<file path="src/rtl/usart_rx.sv">
// 8N1 asynchronous serial receiver. It samples at bit centres using a baud counter and
// delivers each byte through a valid/ack handshake with sticky overrun and framing flags.
module usart_rx #(
  parameter int unsigned CLKS_PER_BIT = 138
) (
  input  logic       clk,
  input  logic       reset_n,
  input  logic       rx_pin,
  input  logic       rx_ack,
  output logic [7:0] rx_data,
  output logic       rx_valid,
  output logic       rx_overrun,
  output logic       rx_frame_error,
  output logic       rx_busy
);

  localparam int unsigned HALF_BIT = CLKS_PER_BIT / 2;
  localparam int unsigned CntW     = $clog2(CLKS_PER_BIT);

  localparam logic [CntW-1:0] CntHalf = CntW'(HALF_BIT - 1);
  localparam logic [CntW-1:0] CntLast = CntW'(CLKS_PER_BIT - 1);

  typedef enum logic [2:0] {
    StIdle,
    StStart,
    StData,
    StStop,
    StBreak
  } state_e;

  state_e          state_q;
  logic [CntW-1:0] bit_cnt_q;
  logic [2:0]      bit_idx_q;
  logic [7:0]      shift_q;
  logic            rx_meta_q;
  logic            rx_s_q;

  always_ff @(posedge clk) begin
    if (!reset_n) begin
      state_q        <= StIdle;
      bit_cnt_q      <= '0;
      bit_idx_q      <= '0;
      shift_q        <= '0;
      rx_meta_q      <= 1'b1;
      rx_s_q         <= 1'b1;
      rx_data        <= '0;
      rx_valid       <= 1'b0;
      rx_overrun     <= 1'b0;
      rx_frame_error <= 1'b0;
      rx_busy        <= 1'b0;
    end else begin
      rx_meta_q <= rx_pin;
      rx_s_q    <= rx_meta_q;

      // Ack clears first; a delivery or error in the same cycle overrides below.
      if (rx_ack) begin
        rx_valid       <= 1'b0;
        rx_overrun     <= 1'b0;
        rx_frame_error <= 1'b0;
      end

      unique case (state_q)
        StIdle: begin
          if (!rx_s_q) begin
            state_q   <= StStart;
            bit_cnt_q <= '0;
            rx_busy   <= 1'b1;
          end
        end

        StStart: begin
          if (bit_cnt_q == CntHalf) begin
            bit_cnt_q <= '0;
            bit_idx_q <= '0;
            if (rx_s_q) begin
              state_q <= StIdle;
              rx_busy <= 1'b0;
            end else begin
              state_q <= StData;
            end
          end else begin
            bit_cnt_q <= bit_cnt_q + 1'b1;
          end
        end

        StData: begin
          if (bit_cnt_q == CntLast) begin
            bit_cnt_q <= '0;
            shift_q   <= {rx_s_q, shift_q[7:1]};
            bit_idx_q <= bit_idx_q + 3'd1;
            if (bit_idx_q == 3'd7) begin
              state_q <= StStop;
            end
          end else begin
            bit_cnt_q <= bit_cnt_q + 1'b1;
          end
        end

        StStop: begin
          if (bit_cnt_q == CntLast) begin
            bit_cnt_q <= '0;
            if (rx_s_q) begin
              state_q <= StIdle;
              rx_busy <= 1'b0;
              if (!rx_valid || rx_ack) begin
                rx_data  <= shift_q;
                rx_valid <= 1'b1;
              end else begin
                rx_overrun <= 1'b1;
              end
            end else begin
              rx_frame_error <= 1'b1;
              state_q        <= StBreak;
            end
          end else begin
            bit_cnt_q <= bit_cnt_q + 1'b1;
          end
        end

        // Hold off until the line is released so a stuck-low line is not seen as starts.
        StBreak: begin
          if (rx_s_q) begin
            state_q   <= StIdle;
            bit_cnt_q <= '0;
            rx_busy   <= 1'b0;
          end
        end

        default: begin
          state_q <= StIdle;
          rx_busy <= 1'b0;
        end
      endcase
    end
  end

endmodule

</file>
<file path="config.mk">
export PLATFORM = sky130hd
export DESIGN_NAME = usart_rx
export DESIGN_NICKNAME = d
export VERILOG_FILES = /design/src/rtl/usart_rx.sv
export SDC_FILE = /design/constraint.sdc
export NUM_CORES = 1
export LEC_CHECK = 0
export CAP_MARGIN = 40
export CORE_ASPECT_RATIO = 0.7
export CORE_MARGIN = 2
export CORE_UTILIZATION = 25
export DETAILED_ROUTE_END_ITERATION = 10
export SLEW_MARGIN = 0
export SYNTH_ARGS = -nofsm -noshare
export SYNTH_HDL_FRONTEND = slang
export SYNTH_SLANG_ARGS = --single-unit
</file>
<file path="constraint.sdc">
create_clock -name clk -period 1.7 [get_ports clk]
set_input_delay 0.17 -clock clk [delete_from_list [all_inputs] [get_ports clk]]
set_output_delay 0.17 -clock clk [all_outputs]
set_load 0.1 [all_outputs]
</file>
==> results of run 1 <==
[flip-flops by register name, summed over array words and instances, names as in the netlist]
name / count
rx_frame_error: 1
rx_busy: 1
rx_data: 8
shift_q: 8
bit_idx_q: 3
rx_meta_q: 1
state_q: 3
rx_s_q: 1
bit_cnt_q: 8
rx_valid: 1
rx_overrun: 1
[synthesized netlist by cell type, types with 4 or more instances]
library cell and instances:
nor3_1 5, nand2b_1 4, mux2i_1 16, ha_1 5, a21boi_0 4, nor2b_1 17, dfxtp_1 36, nand3_1 8
nand2_1 12, nor3b_1 5, inv_1 9, o211ai_1 6, nor2_1 8, clkbuf_1 6
[logic make-up (layout without fill, tap and decap cells)]
logic type / Yosys count / in the layout / synth area share
flops: 36 / 36 / 0.408
xor+xnor: 2 / 2 / 0.00992
fa+ha+maj: 6 / 6 / 0.0411
compound gates: 35 / 35 / 0.148
mux: 16 / 16 / 0.0906
buf+inv: 20 / 65 / 0.0496
simple gates: 73 / 73 / 0.253
[worst paths after layout]
kind	start	to	slack [ps]	cells past startpoint
worst min register to register	rx_meta_q	rx_s_q	420	1
worst max register to register	bit_cnt_q[1]	bit_idx_q[2]	-20	6
worst max-delay path	bit_cnt_q[1]	bit_idx_q[2]	-20	6
worst min-delay path	rx_meta_q	rx_s_q	420	1
[what timing repair did]
item,CTS,global route
endpoints found under the setup margin,3,12
buffers inserted,0,5
pin swaps,0,11
gates resized for setup,3,27
[final cells by class]
type	instances	area (sq um)	share of cell area
Multi-Input combinational cell	132	1070	0.437
Sequential cell	36	729	0.298
Timing Repair Buffer	48	388	0.159
Tap cell	94	118	0.0481
Clock buffer	6	72.6	0.0297
Clock inverter	2	35.0	0.0143
Inverter	9	33.8	0.0138
[cells in the final DEF, fill, tap and decap left out, types with 2 or more instances in the layout]
cell,n
clkdlybuf4s50_1,3
a21boi_0,4
buf_4,42
a21boi_2,2
nor3b_1,4
or4_4,2
o22ai_1,3
buf_6,2
inv_1,8
nand3_1,8
dfxtp_1,29
a31oi_1,3
nand4_1,2
mux2i_1,15
o211ai_1,6
nand2b_1,4
nor2b_1,17
clkbuf_8,5
a41oi_2,2
nand2_1,12
xnor2_1,2
o21a_1,3
o21ai_0,2
nor2_1,7
o211a_1,2
nor3_1,5
dfxtp_2,7
ha_1,4
[critical path: stages (launching register included)]
cell and delay [ps]:
dfxtp_2 330, inv_2 80, ha_4 130, nor4b_4 310, nand4b_4 150, or4_4 530, a21boi_2 120
[per-layer routing]
metal,vias up,GRT usage
li1,761,-
met1,748,0.159
met2,39,0.165
met3,10,0.0193
met4,0,0.0495
met5,-,0
[per-stage QoR]
step                      area [sq um]  std cells  hold slack, ps
after detailed placement          2170        314             402
after floorplan                   1770        188             246
after global routing              2450        327             430
after global placement            2170        314             400
after CTS                         2300        322             420
final                             2450        327             418
[power by group through the flow]
stage / Sequential, mW / Combinational (mW) / Clock [mW]
2_1_floorplan: 0.885 / 0.0626 / 0
3_3_place_gp: 0.875 / 0.128 / 0
3_5_place_dp: 0.876 / 0.128 / 0
4_1_cts: 0.856 / 0.129 / 0.764
5_1_grt: 0.859 / 0.158 / 0.801
6_report: 0.858 / 0.149 / 0.751
==> out/qor.yml, run 1 <==
antennaDiodeCount: 0
place_congestion: 0.835
ys_top_cells_by_area: "dfxtp_1, mux2i_1, nor2b_1, ha_1, nand2_1"
synth.distinct_cells: 44
end_kind: "register"
finalPower_mw: 1.76
placementRows: 25
dpl.hpwl_um: 3040
cts_root_buf: "clkbuf_8"
wl_per_cell_um: 13.8
grt_start_max_net_pins: 29
wl_met1_um: 2300
critical_path.max_fanout: 3
setup_viol: 2
period_minus_slack_ps: 1720
syn_nets: 197
antenna_found_initial: 0
hp-class: "register to register"
synth-seq-cells: 36
initial_utilization: 0.260
core_sq_um: 6790
wl_met2_um: 1910
hold_viol_final: 0
vdd_ir_drop_max_uv: 495
detail-route-antenna-nets: 0
power_density_nw_per_um2: 719
clkPwrFrac: 0.427
cap_violations: 0
slew_headroom: 0.699
drive_gt1_frac: 0.339
finClkSkew_ps: 3.46
cp.required_ps: 1930
utilization: 0.360
clkSlewWorstSetupHoldPaths_ps: 70
clockBufferDepth: 2
cts_tree: "yes"
pre_cts_ws_ps: -73.1
yosys_warnings: 0
port_buffers: 15
comb_power_share: 0.085
switching_power_uw: 403
outcome: "complete, but fails checks"
synth_top_area_frac: 0.408
cts_hold_buf: 0
drt-initial-drc-count: 56
max_freq_mhz: 581
violations: "negative setup slack"
avgViaCountPerCell: 4.76
worst_pin_slew_ps: 448
critPathLaunchType: "register"
syn2layout_area_growth_pct: 38.5
rsz0062_at_grt: "yes"
ys_async_sr_fraction: 0
ys_seq_area_frac: 0.408
fillerInstances: 686
grt_pass1_vias: 1330
p_int_mw: 1.36
final.setup.tns_ps: -30.5
dieArea_sq_um: 7770
drc_errors: 0
syn_inst: 188
cts.sinks: 36
synth_top_cell_by_area: "dfxtp_1"
die_w_um: 104
switching_share: 0.229
power_frac_seq: 0.488
synth-edff-count: 0
cp_data_arrival_time_ps: 1950
track_usage: 0.111
worstSetupPathType: "register to register"
gr-total-overflow: 0
ios: 16
die_y_um: 74.3
wl_met3_um: 207
cts_buffers: 5
clkLatencyLatePin_ps: 290
vias: 1558
highest_layer: "met4"
synth_area_sq_um: 1770
wirelength_um: 4520
grt_first_pass_wirelength_um: 6790
nets: 241
fin_crit_sh: 1.01
htree_levels: 2
synth_flop_cell: "dfxtp_1"
syn_avg_cell_area_sq_um: 9.40
p_leak_nw: 1.05
drt_first_pass_iters: 4
slew_viol_final: 0
fin_ws_ps: -22.2
No activity file was read; power rests on OpenSTA's default activity.
==> run 2, diff against run 1 <==
Settings changed: SKIP_LAST_GASP from default to 1.
==> run 2 against run 1 <==
Against the previous run:
- design area fell by 0.46%
- setup slack improved by 5.1 ps
- hold slack barely moved
- global-route usage did not move
- the flow still finishes with violations (negative setup slack)
- via count fell by 0.26%
- clock skew barely moved
- largest power group unchanged
- core utilization fell by 0.17 points
- critical path depth did not move
- sequential cell count did not move
- die area did not move
- first-iteration DRC count rose by 7.1%
- clock power barely moved
==> out/qor.yml, run 2 (synthesis gave the netlist of run 1 again) <==
track_usage: 0.111  # unchanged
drt-initial-drc-count: 60  # +7.1%
dpl_cell_area_sq_um: 2170  # unchanged
drt_first_pass_iters: 4  # unchanged
hp-class: "register to register"
ios: 16  # unchanged
die_y_um: 74.3  # unchanged
power_density_nw_per_um2: 723  # +0.56%
core_sq_um: 6790  # unchanged
reg.largest.list: "bit_cnt_q x8, rx_data x8, shift_q x8"
detail-route-antenna-nets: 0  # unchanged
wirelength_um: 4490  # -0.71%
layout_commonest_cell: "buf_4"
max_freq_mhz: 582  # +0.30%
clkSlewWorstSetupHoldPaths_ps: 70  # about the same
dpl.hpwl_um: 3040  # unchanged
initial_utilization: 0.260  # unchanged
critPathLaunchType: "register"
clkLatencyLatePin_ps: 290  # about the same
critPathLaunch: "bit_cnt_q[1]"
htree_levels: 2  # unchanged
setup_viol: 1  # -1
period_minus_slack_ps: 1720  # -5.07 ps
worst_pin_slew_ps: 486  # +38.3 ps
wl_per_cell_um: 13.7  # -0.71%
worstSetupPathType: "register to register"
postLayoutCellArea_sq_um: 2430  # -0.46%
final.setup.tns_ps: -17.1  # +13.4 ps
violations: "negative setup slack"
antennaDiodeCount: 0  # unchanged
grt_pass1_vias: 1330  # unchanged
most-common-layout-cells: "buf_4, dfxtp_1, nor2b_1"
drive_gt1_frac: 0.335  # -0.00429
die_w_um: 104  # unchanged
outcome: "complete, but fails checks"
r2r_start: "bit_cnt_q[1]"
cts.sinks: 36  # unchanged
end_kind: "register"
p_leak_nw: 1.05  # -0.36%
finClkSkew_ps: 3.32  # -0.132 ps
grt_start_max_net_pins: 29  # unchanged
placementRows: 25  # unchanged
cp_data_arrival_time_ps: 1940  # about the same
avgViaCountPerCell: 4.75  # -0.26%
cts_buffers: 5  # unchanged
cp.required_ps: 1930  # about the same
critical_path.max_fanout: 3  # unchanged
vias: 1554  # -0.26%
slew_viol_final: 0  # unchanged
fillerInstances: 685  # -0.15%
port_buffers: 15  # unchanged
cts_tree: "yes"
syn2layout_area_growth_pct: 37.8
slew_headroom: 0.674  # -0.0257
antenna_found_initial: 0  # unchanged
pre_cts_ws_ps: -73.1  # unchanged
fin_crit_sh: 1.01  # -0.00298
cap_violations: 0  # unchanged
drc_errors: 0  # unchanged
rsz0062_at_grt: "yes"
fin_ws_ps: -17.1  # +5.07 ps
cts_root_buf: "clkbuf_8"
gr-total-overflow: 0  # unchanged
dieArea_sq_um: 7770  # unchanged
clockBufferDepth: 2  # unchanged
grt_first_pass_wirelength_um: 6790  # unchanged
place_congestion: 0.835  # unchanged
nets: 241  # unchanged
vdd_ir_drop_max_uv: 497  # +0.48%
hp-start: "rx_meta_q"
hold_viol_final: 0  # unchanged
[run 2: report_power, final]
part	switching [mW]	internal, mW
logic	0.0793	0.0690
clock network	0.318	0.435
registers	0.00729	0.851
total	0.404	1.36
[run 2: final timing paths]
check                      end  slack (ps)  depth (start not counted)
hold / removal          rx_s_q         420                          1
hold reg to reg         rx_s_q         420                          1
setup / recovery  bit_idx_q[2]         -20                          6
setup reg to reg  bit_idx_q[2]         -20                          6
[run 2: area by class of cell]
type / count / area [sq um] / area share
multi-input combinational: 132 / 1060 / 0.436
clock inverter: 2 / 35.0 / 0.0144
sequential: 36 / 729 / 0.300
inverter: 9 / 33.8 / 0.0139
timing repair buffer: 48 / 384 / 0.158
tap: 94 / 118 / 0.0483
clock buffer: 6 / 72.6 / 0.0298
[run 2: what timing repair did]
item,4_1_cts,5_1_grt
endpoints found under the hold margin,0,0
endpoints found under the setup margin,3,12
hold buffers,0,0
setup buffers,0,5
pin swaps,0,11
gates resized for setup,3,25
[run 2: routing by layer]
metal,wire length (um),vias up,GRT usage
li1,-,762,-
met5,0,-,0
met4,91,0,0.0495
met1,2230,736,0.159
met2,1880,45,0.165
met3,278,11,0.0193
[run 2: worst max-delay path, cell delays in order (launching register included)]
cell	delay (ps)
dfxtp_2	330
inv_2	80
ha_4	130
nor4b_4	310
nand4b_4	150
or4_4	530
a21boi_2	120
[run 2: metrics by stage]
step,power [mW],hold WS [ps],cells,util
after floorplan,0.947,246,188,-
after global placement,1.00,400,314,0.320
after detailed placement,1.00,402,314,0.320
after CTS,1.75,420,322,0.338
after global routing,1.82,430,327,0.359
final,1.76,418,327,0.359
==> run 3, diff against run 2 <==
Settings changed: CORE_UTILIZATION 25 to 45, GPL_TIMING_DRIVEN from default to 0, PLACE_DENSITY from default to 0.67.
==> run 3 against run 2 <==
Against the previous run:
- the run still ends with negative setup slack left
- register-to-register slack worse by 30 ps
- hold slack better by 4.1 ps
- cell count shrank 13%
- global-route usage up 10 points
- first-iteration DRC count increased to 2.5 times the previous value
- critical path type unchanged
==> out/qor.yml, run 3 (synthesis gave the netlist of run 1 again) <==
outcome: "complete, but fails checks"
violations: "negative setup slack"
period_minus_slack_ps: 1750  # +34.3 ps
gr-total-overflow: 0  # unchanged
multi_input_area_sq_um: 1040  # -2.2%
slew_viol_final: 0  # unchanged
rsz0062_at_grt: "yes"
most-common-layout-cells: "dfxtp_1, nor2b_1, mux2i_1"
vias: 1584  # +1.9%
fillerInstances: 308  # -55%
cts.sinks: 36  # unchanged
drive_gt1_frac: 0.234  # -0.101
grtUsageMet1: 0.285  # +0.126
drt-initial-drc-count: 151  # +150%
layout.area.seq_sq_um: 732  # +0.34%
avgViaCountPerCell: 5.60  # +18%
worst_pin_slew_ps: 492  # +5.53 ps
wirelength_um: 4420  # -1.5%
worstSetupPathType: "register to register"
detail-route-antenna-nets: 0  # unchanged
final.setup.tns_ps: -98.7  # -81.6 ps
finClkSkew_ps: 2.65  # -0.669 ps
utilization: 0.632  # +0.273
antennaDiodeCount: 0  # unchanged
cp.required_ps: 1920  # about the same
place_congestion: 0.844  # +0.98%
max_freq_mhz: 571  # -2.0%
grt_first_pass_wirelength_um: 7450  # +9.7%
cp_data_arrival_time_ps: 1970  # +30 ps
fin_ws_ps: -51.4  # -34.3 ps
dpl.hpwl_um: 3100  # +1.7%
initial_utilization: 0.459  # +0.198
die_y_um: 56.4  # -24%
cts_tree: "yes"
cp_cell_sequence: "inv_2 > ha_4 > nor4b_4 > buf_4 > nand4b_4 > buf_4 > or4_1 > a21boi_1"
layout_commonest_cell: "dfxtp_1"
setup_viol: 2  # +1
cap_violations: 0  # unchanged
placementRows: 19  # -24%
critical_path.max_fanout: 4  # +1
grt_start_max_net_pins: 12  # -59%
hp-class: "register to register"
stdcell_count: 283  # -13%
clkLatencyLatePin_ps: 280  # about the same
grt_pass1_vias: 1557  # +17%
p_leak_nw: 1.04  # -1.4%
hold_viol_final: 0  # unchanged
nets: 239  # -0.83%
power_density_nw_per_um2: 710  # -1.7%
dieArea_sq_um: 4450  # -43%
cts_root_buf: "clkbuf_8"
track_usage: 0.215  # +0.104
fin_crit_sh: 1.03  # +0.0201
max_stage_delay_ps: 390  # -140 ps
antenna_found_initial: 0  # unchanged
syn2layout_area_growth_pct: 37.7
cpMostUsedCell: "buf_4"
core_sq_um: 3850  # -43%
dp_cells: 267  # -15%
htree_levels: 2  # unchanged
drc_errors: 0  # unchanged
wl_per_cell_um: 15.6  # +14%
critPathLaunchType: "register"
drt_first_pass_iters: 4  # unchanged
grtUsageMet2: 0.350  # +0.186
clkSlewWorstSetupHoldPaths_ps: 70  # about the same
slew_headroom: 0.672  # -0.00136
die_w_um: 78.9  # -24%
reg.largest.list: "bit_cnt_q x8, rx_data x8, shift_q x8"
clockBufferDepth: 2  # unchanged
ios: 16  # unchanged
grt-busiest-layer: "met2"
vdd_ir_drop_max_uv: 601  # +21%
port_buffers: 15  # unchanged
end_kind: "register"
met3_usage: 0.0450  # +0.0257
critPathSlowestCell: "or4_1"
cts_buffers: 5  # unchanged
run 3: cell types whose count changed in the layout (fill, tap and decap cells not counted), sizes merged:
cell,previous run,this run
clkbuf,6,13
clkdlybuf4s50,3,15
buf,45,24
run 3: path summary, 6_finish.rpt:
path	from	end	slack, ps	depth (start not counted)
max reg2reg	bit_cnt_q[1]	bit_idx_q[2]	-50	8
max	bit_cnt_q[1]	bit_idx_q[2]	-50	8
min reg2reg	rx_meta_q	rx_s_q	420	1
min	rx_meta_q	rx_s_q	420	1
run 3: worst max-delay path: cells and delay by family, from the launching register on:
kind | cells | cell delay, ps
AO/OA/AOI/OAI | 1 | 130
adder cells (fa/ha/maj) | 1 | 120
buffers and inverters | 3 | 410
flip-flops | 1 | 330
AND/OR/NAND/NOR | 3 | 720
run 3: final cells by class:
class,count,area share
Timing Repair Buffer,36,0.164
Tap cell,52,0.0267
Clock inverter,2,0.0144
Clock buffer,6,0.0298
Sequential cell,36,0.301
Multi-Input combinational cell,132,0.427
Buffer,10,0.0237
Inverter,9,0.0139
run 3: what timing repair did:
item                                    CTS  global route
pin swaps                                 1             6
gates resized for setup                  12            17
setup buffers                             3             6
hold buffers                              0             0
gates cloned                              0             0
endpoints found under the setup margin   31            28
run 3: metal layers:
| layer | routed length [um] | vias up |
|---|---|---|
| met3 | 205 | 5 |
| met5 | 0 | - |
| li1 | - | 765 |
| met2 | 2150 | 40 |
| met1 | 2030 | 774 |
| met4 | 32 | 0 |
run 3: metrics by stage:
stage | hold slack, ps | power [mW] | instance area (sq um) | worst slack (ps)
detailed placement | 406 | 0.985 | 2170 | -255
global route | 431 | 1.79 | 2430 | -132
CTS | 423 | 1.73 | 2350 | -17.0
finish | 422 | 1.73 | 2430 | -51.4
global placement | 399 | 0.977 | 1990 | -183
floorplan | 246 | 0.947 | 1770 | 10.6
run 3: where the power goes:
part | internal (mW) | switching [mW]
combinational | 0.0613 | 0.0761
clock | 0.435 | 0.296
sequential | 0.850 | 0.00792
